--- src/rtl/fetch_unit_rv32.sv ---
// fetch_unit_rv32: RV32I instruction fetch stage.
// Owns the PC and drives it to the instruction cache. Each word the cache returns is
// stored with its PC in a prefetch FIFO. Decode reads the FIFO head through a
// valid/ready handshake. A redirect from execute flushes the FIFO and reloads the PC.
// Optional feature macro: FETCH_MISALIGN_TRAP_EN. When it is defined, a misaligned
// redirect target parks the unit in TRAP. When it is not defined, the target is
// word-aligned on load.
module fetch_unit_rv32 #(
    parameter logic [31:0] RESET_PC   = 32'h0000_0000,
    parameter int unsigned FIFO_DEPTH = 4
) (
    input  logic        iCLK,
    input  logic        iRST,
    output logic [31:0] oPCADDR,
    input  logic [31:0] iPCDATA,
    input  logic        iStallI,
    input  logic        iRedirect,
    input  logic [31:0] iRedirectPC,
    output logic        oInstrValid,
    input  logic        iDecReady,
    output logic [31:0] oInstr,
    output logic [31:0] oInstrPC,
    output logic        oMisalign
);
    localparam int unsigned      PTR_W   = $clog2(FIFO_DEPTH);
    localparam int unsigned      CNT_W   = PTR_W + 1;
    localparam logic [CNT_W-1:0] DEPTH_C = CNT_W'(FIFO_DEPTH);

    typedef enum logic [1:0] {
        ST_BOOT  = 2'b00,
        ST_FETCH = 2'b01,
        ST_TRAP  = 2'b10
    } state_e;

    state_e           state_q, state_d;
    logic [31:0]      pc_q, pc_d;
    logic [PTR_W-1:0] wr_ptr_q, rd_ptr_q;
    logic [CNT_W-1:0] count_q;
    logic [31:0]      instr_mem_q [FIFO_DEPTH];
    logic [31:0]      pc_mem_q    [FIFO_DEPTH];

    logic        fifo_full_s, fifo_empty_s;
    logic        flush_s, push_s, pop_s, valid_s;
    logic [31:0] redirect_pc_s;

    assign fifo_full_s  = (count_q == DEPTH_C);
    assign fifo_empty_s = (count_q == {CNT_W{1'b0}});

`ifdef FETCH_MISALIGN_TRAP_EN
    logic target_misaligned_s;
    assign target_misaligned_s = (iRedirectPC[1:0] != 2'b00);
    assign redirect_pc_s       = iRedirectPC;
`else
    assign redirect_pc_s       = iRedirectPC & 32'hFFFF_FFFC;
`endif

    // State register: BOOT after reset, then FETCH (or TRAP).
    always_ff @(posedge iCLK or negedge iRST) begin
        if (!iRST) begin
            state_q <= ST_BOOT;
        end else begin
            state_q <= state_d;
        end
    end

    // Next state: BOOT always lasts one cycle; only a redirect can change FETCH/TRAP.
    always_comb begin
        state_d = state_q;
        case (state_q)
            ST_BOOT: state_d = ST_FETCH;
            ST_FETCH, ST_TRAP: begin
                if (iRedirect) begin
`ifdef FETCH_MISALIGN_TRAP_EN
                    if (target_misaligned_s) begin
                        state_d = ST_TRAP;
                    end else begin
                        state_d = ST_FETCH;
                    end
`else
                    state_d = ST_FETCH;
`endif
                end else begin
                    state_d = state_q;
                end
            end
            default: state_d = ST_BOOT;
        endcase
    end

    // Outputs and FIFO controls per state. A redirect wins over both push and pop.
    // Full blocks push regardless of pop, so iDecReady never reaches the cache side.
    always_comb begin
        flush_s   = 1'b0;
        push_s    = 1'b0;
        pop_s     = 1'b0;
        valid_s   = 1'b0;
        oMisalign = 1'b0;
        case (state_q)
            ST_BOOT: begin
                flush_s = 1'b0;
            end
            ST_FETCH: begin
                flush_s = iRedirect;
                push_s  = ~iRedirect & ~iStallI & ~fifo_full_s;
                pop_s   = ~iRedirect & ~fifo_empty_s & iDecReady;
                valid_s = ~fifo_empty_s;
            end
            ST_TRAP: begin
                flush_s = iRedirect;
`ifdef FETCH_MISALIGN_TRAP_EN
                oMisalign = 1'b1;
`else
                oMisalign = 1'b0;
`endif
            end
            default: begin
                flush_s = 1'b0;
            end
        endcase

        if (flush_s) begin
            pc_d = redirect_pc_s;
        end else if (push_s) begin
            pc_d = pc_q + 32'd4;
        end else begin
            pc_d = pc_q;
        end
    end

    // PC and prefetch FIFO storage, pointers and occupancy.
    always_ff @(posedge iCLK or negedge iRST) begin
        if (!iRST) begin
            pc_q     <= RESET_PC;
            wr_ptr_q <= {PTR_W{1'b0}};
            rd_ptr_q <= {PTR_W{1'b0}};
            count_q  <= {CNT_W{1'b0}};
            for (int i = 0; i < int'(FIFO_DEPTH); i++) begin
                instr_mem_q[i] <= 32'h0000_0000;
                pc_mem_q[i]    <= 32'h0000_0000;
            end
        end else begin
            pc_q <= pc_d;
            if (flush_s) begin
                wr_ptr_q <= {PTR_W{1'b0}};
                rd_ptr_q <= {PTR_W{1'b0}};
                count_q  <= {CNT_W{1'b0}};
            end else begin
                if (push_s) begin
                    instr_mem_q[wr_ptr_q] <= iPCDATA;
                    pc_mem_q[wr_ptr_q]    <= pc_q;
                    wr_ptr_q              <= wr_ptr_q + PTR_W'(1);
                end
                if (pop_s) begin
                    rd_ptr_q <= rd_ptr_q + PTR_W'(1);
                end
                case ({push_s, pop_s})
                    2'b10:   count_q <= count_q + CNT_W'(1);
                    2'b01:   count_q <= count_q - CNT_W'(1);
                    default: count_q <= count_q;
                endcase
            end
        end
    end

    assign oPCADDR     = pc_q;
    assign oInstrValid = valid_s;
    assign oInstr      = instr_mem_q[rd_ptr_q];
    assign oInstrPC    = pc_mem_q[rd_ptr_q];
endmodule

--- config.mk ---
export PLATFORM = sky130hd
export DESIGN_NAME = fetch_unit_rv32
export DESIGN_NICKNAME = d
export VERILOG_FILES = /design/src/rtl/fetch_unit_rv32.sv
export SDC_FILE = /design/constraint.sdc
export NUM_CORES = 1
export LEC_CHECK = 0
export ABC_AREA = 1
export BUFFER_PORTS_ARGS = -buffer_cell sky130_fd_sc_hd__buf_2
export CAP_MARGIN = 15
export CORE_UTILIZATION = 58
export DETAILED_ROUTE_END_ITERATION = 10
export PLACE_DENSITY = 0.8
export SKIP_CTS_REPAIR_TIMING = 1
export SLEW_MARGIN = 20
export SYNTH_ARGS = -nofsm -noshare
export SYNTH_HDL_FRONTEND = slang
export SYNTH_SLANG_ARGS = --single-unit
--- constraint.sdc ---
create_clock -name iCLK -period 2.1 [get_ports iCLK]
set_input_delay 0.42 -clock iCLK [delete_from_list [all_inputs] [get_ports iCLK]]
set_output_delay 0.42 -clock iCLK [all_outputs]
set_load 0.02 [all_outputs]
-- After elaboration in Yosys (flattened, before gate mapping)
Index checks and enable logic that the tools add are counted.
- bits in registers: 297
- bits of input ports: 69
- output and inout port bits: 98
- logic and storage cells: 70
- $add $sub $neg: 5
- magnitude comparators: 3
- equality and inequality tests: 6
- multiplexer cells: 24
- bitwise gates (word level): 11
- reductions and logical operators: 8
- operators by type and width (operator ; number):
    bitwise mux 128 bit ; 2
    two-way mux 32 bit ; 7
    binary-select mux 32 bit (select 2 bit) ; 2
    demux 32 bit (select 2 bit) ; 1
    adder 32 x 3 -> 32 bit, second input constant ; 1
    two-way mux 2 bit ; 5
    greater-or-equal comparator 3 bit, second input constant ; 2
    inverter 2 -> 3 bit ; 2
    case mux 3 bit (2 select lines) ; 1
    inverter 1 bit ; 5
    adder 2 x 1 -> 2 bit, second input constant ; 2
    bitwise AND 1 bit ; 4
    equality test 2 x 1 -> 1 bit, second input constant ; 2
    equality test 2 bit, second input constant ; 2
    two-way mux 1 bit ; 4
    case mux 2 bit (2 select lines) ; 1
    nonzero test 2 bit ; 2
    adder 3 x 1 -> 3 bit, second input constant ; 1
    equality test 3 bit, second input constant ; 1
    logical NOT 3 bit ; 1
    < comparator 3 x 1 -> 1 bit, second input constant ; 1
    two-way mux 3 bit ; 1
    nonzero test 3 bit ; 1
    subtractor 3 x 1 -> 3 bit, second input constant ; 1
    5 further kinds ; 5

-- Depth between registers and ports, before layout
Gate-level depths: netlist (run 1).
- word-level depth: 8
- depth in mapped cells: 14
- gate-level depth less buffers: 13

-- Worst setup path after synthesis (run 1)
OpenSTA, ideal clock, no wires.
- path kind: reg-to-reg
- from: reg count_q[0]
- to: reg count_q[2]
- setup time: 117 ps
- data arrival time: 1787 ps
- required time: 1983 ps
- setup slack: 196 ps
- cell stages (with the launch flop): 12
- buffers on the path: 0
- period minus slack after synthesis: 1904 ps
- cells stage by stage: dfrtp_1 > inv_1 > nand2_1 > o21ai_0 > nor2_4 > fa_1 > xnor2_1 > inv_1 > nand2_1 > nand2_1 > nand2_1 > nand2_1
- word-level cells in the longest chain between the ends: 8
- elaborated cells on any way between the ends: 16
- those cells by class: add/sub: 2; eq/ne: 3; mux: 4; bitwise: 5; reduce/logical: 2
- RTL lines (what ; RTL line ; text):
    start: declaration ; 38 ; logic [CNT_W-1:0] count_q;
    start signal: assignment ; 136 ; count_q <= {CNT_W{1'b0}};
    start signal: assignment ; 146 ; count_q <= {CNT_W{1'b0}};
    start signal: assignment ; 157 ; 2'b10: count_q <= count_q + CNT_W'(1);
    logical NOT 3 bit ; 47 ; assign fifo_empty_s = (count_q == {CNT_W{1'b0}});
    inverter 1 bit ; 105 ; pop_s = ~iRedirect & ~fifo_empty_s & iDecReady;
    bitwise AND 1 bit (2 in series) ; 105 ;
    two-way mux 1 bit ; 98 ; case (state_q)
    equality test 2 x 1 -> 1 bit or equality test 2 bit (tied branches) ; 156 ; case ({push_s, pop_s})
    case mux 3 bit (2 select lines) ; 156 ;
    two-way mux 3 bit ; 143 ; if (flush_s) begin
Several ways; a longest one is shown, not always the timed one.
A chain may end at the register's enable or synchronous reset.

-- Final worst setup path (run 1)
- from: reg rd_ptr_q[0]
- to: out oInstr[31]
- word-level cells in the longest chain between the ends: 4
- RTL lines (what ; RTL line ; text):
    start: declaration ; 37 ; logic [PTR_W-1:0] wr_ptr_q, rd_ptr_q;
    start signal: assignment ; 135 ; rd_ptr_q <= {PTR_W{1'b0}};
    start signal: assignment ; 145 ; rd_ptr_q <= {PTR_W{1'b0}};
    start signal: assignment ; 154 ; rd_ptr_q <= rd_ptr_q + PTR_W'(1);
    inverter 2 -> 3 bit (not written as such) ; 167 ; assign oInstr = instr_mem_q[rd_ptr_q];
    binary-select mux 32 bit (select 2 bit) ; 167 ;
    two-way mux 32 bit (not written as such) (2 in series) ; 167 ;
    end: declaration ; 21 ; output logic [31:0] oInstr,
No other way between the ends. The select of a mux whose other input is x is not followed.

==> summary.md, run 1 <==
| Metric | Value |
|---|---|
| Grt total ovfl | 0 |
| Max H-tree Level | 1 |
| Nets | 1,859 |
| CTS tree | done |
| Worst vdd ir | 858 uV |
| Sequential-to-total area share from yosys stat | 0.532 |
| Worst Clk Skew | just under 0.02 ns |
| Routed vias | 12.2k |
| Commonest cells after routing, fill and taps aside | nand2_1 (410), o21ai_0 (338), dfrtp_1 (284) |
| Reg2reg end | oPCADDR[16]$_DFFE_PN0P_ |
| Slew @ Worst Pin | ~0.52 ns |
| Initial antenna violation count | 1 |
| Most used flip-flop cell after synthesis | dfrtp_1 |
| Clk root buf | clkbuf_16 |
| CP endpoint kind | primary output |
| Post-DRT Antenna Nets | 0 |
| Violated checks | negative setup slack |
| Final Non-Filler Cells | ~2.1k |
| R2R depth | 9 |
| Power Internal | 14.1 mW |
| Reg2Reg Launch Point | oPCADDR[2]$_DFFE_PN0P_ |
| Met3 Use GR | 0.0378 |
| Initial Util | 0.592 |
| Initial DRC Count | 1,239 |
| Vert. Die Dim | around 150 um |
| Max Buffers Root-to-Sink | 3 |
| Mapped Area | ~13,000 um^2 |
| Max-slew headroom at the worst pin | 0.654 |
| GR Util met2 | 0.479 |
| Finish-stage setup viols | 62 |
| Post-DP Area | 14,400 um^2 |
| Grt peak-use layer | met2 |
| Area of the core | between 20,000 and 25,000 um^2 |
| Flop pwr share | 0.392 |
| Worst reg-to-reg setup slack | 0.20 ns |
| Clk network pwr share | 0.224 |
| PD cells | 1430 nW/um^2 |
| CP Class | flop to primary output |
| Hold Path Depth | 3 |
| Vias per cell | approximately 5.8 |
| First-pass GRT wire length | ~56,000 um |
| Port Buf Inserts | 159 |
| Worst-skew pair later-pin latency | between 0.5 and 0.6 ns |
| Post-synth EDFFs | 0 |
| Sw frac | 0.386 |
| Tmin final | 2.42 ns |
| Finished Core Util | 0.709 |
| Final Cycle Share | 1.15 |
| Met1 usage | 0.399 |
| Clock transition at path regs | roughly 0.06 ns |
| Comb power frac | 0.384 |
| Global placement routability congestion | 0.976 |
| Setup TNS | -13.37 ns |
| RSZ-0062 raised after global routing | yes |
| WHS Endpoint | oPCADDR[5]$_DFFE_PN0P_ |
| Routed WL | ~38,000 um |
| FP Rows | 55 |
| Max_cap viols | 0 |
| Post-synth ARST share | 1.00 |
| TritonCTS Buffers | 29 |
| Post-route cell area | roughly 16,000 um^2 |
| Post-Syn Instances | 1,643 |
| Lkg Pwr | about 8.0 nW |
| Tot GR Track Use | 0.290 |
| Hold wc startpoint | iRedirectPC[5] |
| Number of global-route vias before repair | approximately 11k |
| Most common cell after layout, fill and taps aside | nand2_1 |
| Post-detail-place hpwl | 21,300 um |
| Final WS setup | -0.315 ns |
| Worst-path fanout max | 7 |
| Total power | roughly 23 mW |
| Largest net degree at the start of global routing | 79 |
| Slew Limit Fails | 0 |
| Warnings, synthesis | 0 |
| Startpoint types | flop |
| DRT Pass-1 Iters | 5 |
| Run status | complete, but fails checks |
| P_sw | 8.86 mW |
| Clock sink total | around 290 |
| Die area | 23,800 um^2 |
| Syn Area/Cell | between 8 and 9 um^2 |
| F_max | slightly above 400 MHz |
| Worst hold path class | primary input to flop |
| Placed Cells | between 2k and 2.5k |
| # DRC | 0 |
| Critical path arrival | around 2.0 ns |
| WP data required | between 1.5 and 2 ns |
| Layout area overhead | 19.7% |
| #FFs+latches synth | 286 |
| Drt wl/cell | ~18 um |
| Die outline width | 154 um |
| Distinct cells, synth | 34 |
| Layout cell share with drive strength beyond 1 | 0.177 |
| # IOs | roughly 170 |
| Final Hold Fails | 0 |
-- worst max-delay path: stages (launching register included) --
cell,delay (ns)
dfrtp_4,0.50
clkinv_8,0.12
buf_12,0.17
clkbuf_16,0.16
o21ai_0,0.21
o22ai_1,0.11
buf_2,0.17
-- power by group through the flow --
| stage | sequential (mW) | clock [mW] | combinational, mW |
|---|---|---|---|
| floorplan | 8.74 | 0 | 4.93 |
| global placement | 8.79 | 0 | 7.17 |
| detailed placement | 8.88 | 0 | 7.39 |
| CTS | 8.83 | 5.19 | 7.46 |
| global route | 9.21 | 5.39 | 9.60 |
| finish | 9.00 | 5.15 | 8.80 |
-- metrics by stage --
stage / setup slack, ns / hold slack, ns
2_1_floorplan: 0.196 / 0.124
3_3_place_gp: 0.0724 / 0.367
3_5_place_dp: -0.0193 / 0.376
4_1_cts: -0.450 / -0.196
5_1_grt: -0.330 / 0.132
6_report: -0.315 / 0.134
-- logic make-up after synthesis --
group,count (synthesis),share of synthesized area
other,2,0.000559
buffers and inverters,193,0.0768
XOR/XNOR,2,0.00130
adder cells (fa/ha/maj),6,0.00614
AND/OR/NAND/NOR,673,0.197
flip-flops,286,0.532
AO/OA/AOI/OAI,481,0.186
-- cell usage after synthesis (2+ instances only) --
library cell	count	area, um^2
a21oi_1	15	75.1
a31oi_1	2	12.5
a32oi_1	2	17.5
buf_2	11	55.1
buf_4	6	45.0
buf_6	30	338
clkbuf_1	58	218
clkbuf_8	4	55.1
conb_1	2	7.51
dfrtp_1	286	7160
ha_1	5	62.6
inv_1	79	297
inv_2	2	7.51
nand2_1	411	1540
nand2_4	4	45.0
nand3_1	39	195
nand4_1	4	25.0
nor2_1	208	781
nor2_2	2	12.5
nor2_4	2	22.5
o21ai_0	377	1890
o21ai_1	19	95.1
o22ai_1	64	400
-- cell type report --
cell class / count / area [um^2]
flip-flops and latches: 286 / 7160
fillers: 1701 / 6610
multi-input cells: 1168 / 5470
repair buffers: 216 / 1830
clock buffers: 41 / 841
well taps: 285 / 357
inverters: 83 / 327
clock inverters: 10 / 109
diodes: 1 / 2.50
-- worst max-delay path by stage --
stage / depth (start not counted) / start / to / slack [ns]
CTS: 5 / rd_ptr_q[0]$_DFFE_PN0P_ / oInstrPC[11] / -0.45
floorplan: 11 / count_q[0]$_DFFE_PN0P_ / count_q[2]$_DFFE_PN0P_ / 0.20
global route: 6 / rd_ptr_q[0]$_DFFE_PN0P_ / oInstr[25] / -0.33
detailed placement: 11 / count_q[0]$_DFFE_PN0P_ / count_q[2]$_DFFE_PN0P_ / -0.02
global placement: 11 / count_q[0]$_DFFE_PN0P_ / count_q[2]$_DFFE_PN0P_ / 0.07
finish: 6 / rd_ptr_q[0]$_DFFE_PN0P_ / oInstr[31] / -0.32
-- layer usage --
metal / vias up / part of all wire
met5: - / 0
met4: 0 / 0.030
met3: 93 / 0.079
met2: 612 / 0.48
met1: 5771 / 0.41
li1: 5705 / -
-- state kept, by name, summed over array words and instances (netlist names) --
name,flops
instr_mem_q,128
pc_mem_q,120
oPCADDR,30
count_q,3
rd_ptr_q,2
wr_ptr_q,2
state_q,1
No activity file was read; power rests on OpenSTA's default activity.
==> run 2, diff against run 1 <==
--- a/config.mk
+++ b/config.mk
@@ -8,9 +8,9 @@
 export ABC_AREA = 1
 export BUFFER_PORTS_ARGS = -buffer_cell sky130_fd_sc_hd__buf_2
 export CAP_MARGIN = 15
-export CORE_UTILIZATION = 58
+export CORE_ASPECT_RATIO = 0.9
+export CORE_UTILIZATION = 30
 export DETAILED_ROUTE_END_ITERATION = 10
-export PLACE_DENSITY = 0.8
 export SKIP_CTS_REPAIR_TIMING = 1
 export SLEW_MARGIN = 20
 export SYNTH_ARGS = -nofsm -noshare
==> run 2 against run 1 <==
Net effect:
- the run still ends with negative setup slack left
- design area rose by 2.0%
- clock power rose by 9.1%
- via count fell by 3.5%
- routed wire length rose by 7.8%
- critical path depth fell by 1
- sequential power fell by 1%
- sequential cell count did not move
- total power rose by 1.3%
==> summary.md, run 2 (synthesis results as in run 1) <==
| Metric | Value |
|---|---|
| Worst-path fanout max | 18 |
| Die outline width | between 200 and 250 um |
| Clk root buf | clkbuf_16 |
| Placed Cells | ~2.3k |
| # DRC | 0 |
| Initial antenna violation count | 0 |
| Worst hold path class | primary input to flop |
| Multi-input gate area | around 5400 um^2 |
| DRT Pass-1 Iters | 5 |
| Clock transition at path regs | about 0.070 ns |
| Final Hold Fails | 0 |
| RSZ-0062 raised after global routing | yes |
| Final hold slack | between 0.09 and 0.1 ns |
| Run status | complete, but fails checks |
| Nets | approximately 1.8k |
| Largest reg by FF count | instr_mem_q |
| Area of the core | 44,200 um^2 |
| CTS tree | done |
| Initial Util | 0.304 |
| Max H-tree Level | 1 |
| Max Buffers Root-to-Sink | 3 |
| # IOs | ~170 |
| Slew @ Worst Pin | ~0.53 ns |
| Final Cycle Share | 1.14 |
| Post-DRT Antenna Nets | 0 |
| Global placement routability congestion | 0.874 |
| Finished Core Util | 0.371 |
| Layout area overhead | 22.1% |
| Worst Clk Skew | between 0.02 and 0.03 ns |
| Routed vias | about 12k |
| Buf/Inv on CP | 3 |
| Final Non-Filler Cells | around 2.4k |
| Reg area | between 7000 and 8000 um^2 |
| Vert. Die Dim | roughly 200 um |
| Violated checks | negative setup slack |
| Max_cap viols | 0 |
| Most common cell after layout, fill and taps aside | nand2_1 |
| F_max | between 400 and 500 MHz |
| Layout cell share with drive strength beyond 1 | 0.170 |
| Largest net degree at the start of global routing | 76 |
| Max-slew headroom at the worst pin | 0.648 |
| Commonest cells after routing, fill and taps aside | nand2_1 (410), o21ai_0 (351), dfrtp_1 (284) |
| CP dominant cell by count | buf_4 |
| Clock sink total | between 200 and 300 |
| Final WS setup | -0.301 ns |
| First-pass GRT wire length | between 60,000 and 70,000 um |
| Antenna fix cells | 0 |
| Port Buf Inserts | approximately 160 |
| Setup WS pre-CTS | -0.0236 ns |
| PD cells | between 1000 and 1500 nW/um^2 |
| FILL cells | 4,633 |
| Die area | 45,700 um^2 |
| Crit-path max cell delay | roughly 0.56 ns |
| Grt total ovfl | 0 |
| Initial DRC Count | 897 |
| CP endpoint kind | primary output |
| Slew Limit Fails | 0 |
| FP Rows | 73 |
| Drt wl/cell | approximately 17 um |
| CP Class | flop to primary output |
| Lkg Pwr | between 7 and 8 nW |
| Post-route cell area | roughly 16,000 um^2 |
| Post-detail-place hpwl | between 20,000 and 25,000 um |
| Worst vdd ir | 663 uV |
| Vias per cell | ~5 |
| Number of global-route vias before repair | approximately 11k |
| Max FFs per register | around 130 |
| Total power | ~23 mW |
| Tmin final | 2.40 ns |
| TritonCTS Buffers | 31 |
| Tot GR Track Use | 0.167 |
| Startpoint types | flop |
| Worst path cell trace | buf_4, clkbuf_16, nor2_1, o22ai_2, buf_4 |
| CP max-delay cell | dfrtp_4 |
| Routed WL | 40,500 um |
| WP data required | ~1.7 ns |
| Post-DP Area | 14,800 um^2 |
| Worst-skew pair later-pin latency | 0.59 ns |
| Finish-stage setup viols | 62 |
| Critical path arrival | approximately 2.0 ns |
| Critical path's top delay family | flip-flops |
| Setup TNS | -15.34 ns |
==> run 2: path summary, 6_finish.rpt <==
path | from | to | slack, ns | cells past startpoint
setup / recovery | rd_ptr_q[0]$_DFFE_PN0P_ | oInstrPC[27] | -0.30 | 5
hold / removal | iRedirectPC[5] | oPCADDR[5]$_DFFE_PN0P_ | 0.1 | 3
setup reg to reg | count_q[1]$_DFFE_PN0P_ | count_q[2]$_DFFE_PN0P_ | 0.20 | 11
hold reg to reg | instr_mem_q[81]$_DFFE_PN0P_ | instr_mem_q[81]$_DFFE_PN0P_ | 0.48 | 2
max in group asynchronous | iRST | oPCADDR[21]$_DFFE_PN0P_ | 0.96 | 3
min in group asynchronous | iRST | instr_mem_q[24]$_DFFE_PN0P_ | 0.33 | 2
==> run 2: worst min-delay path: stages <==
cell,delay [ns]
buf_2,0.08
o21ai_0,0.07
nor2_1,0.08
==> run 2: power by group <==
| group | switching (mW) | internal [mW] |
|---|---|---|
| clock | 2.29 | 3.33 |
| sequential | 1.26 | 7.61 |
| combinational | 5.35 | 3.40 |
| total | 8.91 | 14.3 |
==> run 2: layout make-up <==
cell class,count,area share
inverters,83,0.0200
clock inverters,13,0.00998
flip-flops and latches,286,0.436
repair buffers,204,0.103
well taps,600,0.0457
multi-input cells,1168,0.331
clock buffers,44,0.0545
==> run 2: routing by layer <==
| metal | global-route usage | routed length (um) |
|---|---|---|
| met1 | 0.240 | 19000 |
| met5 | 0 | 0 |
| met4 | 0.0445 | 930 |
| met3 | 0.0301 | 2660 |
| met2 | 0.257 | 18000 |
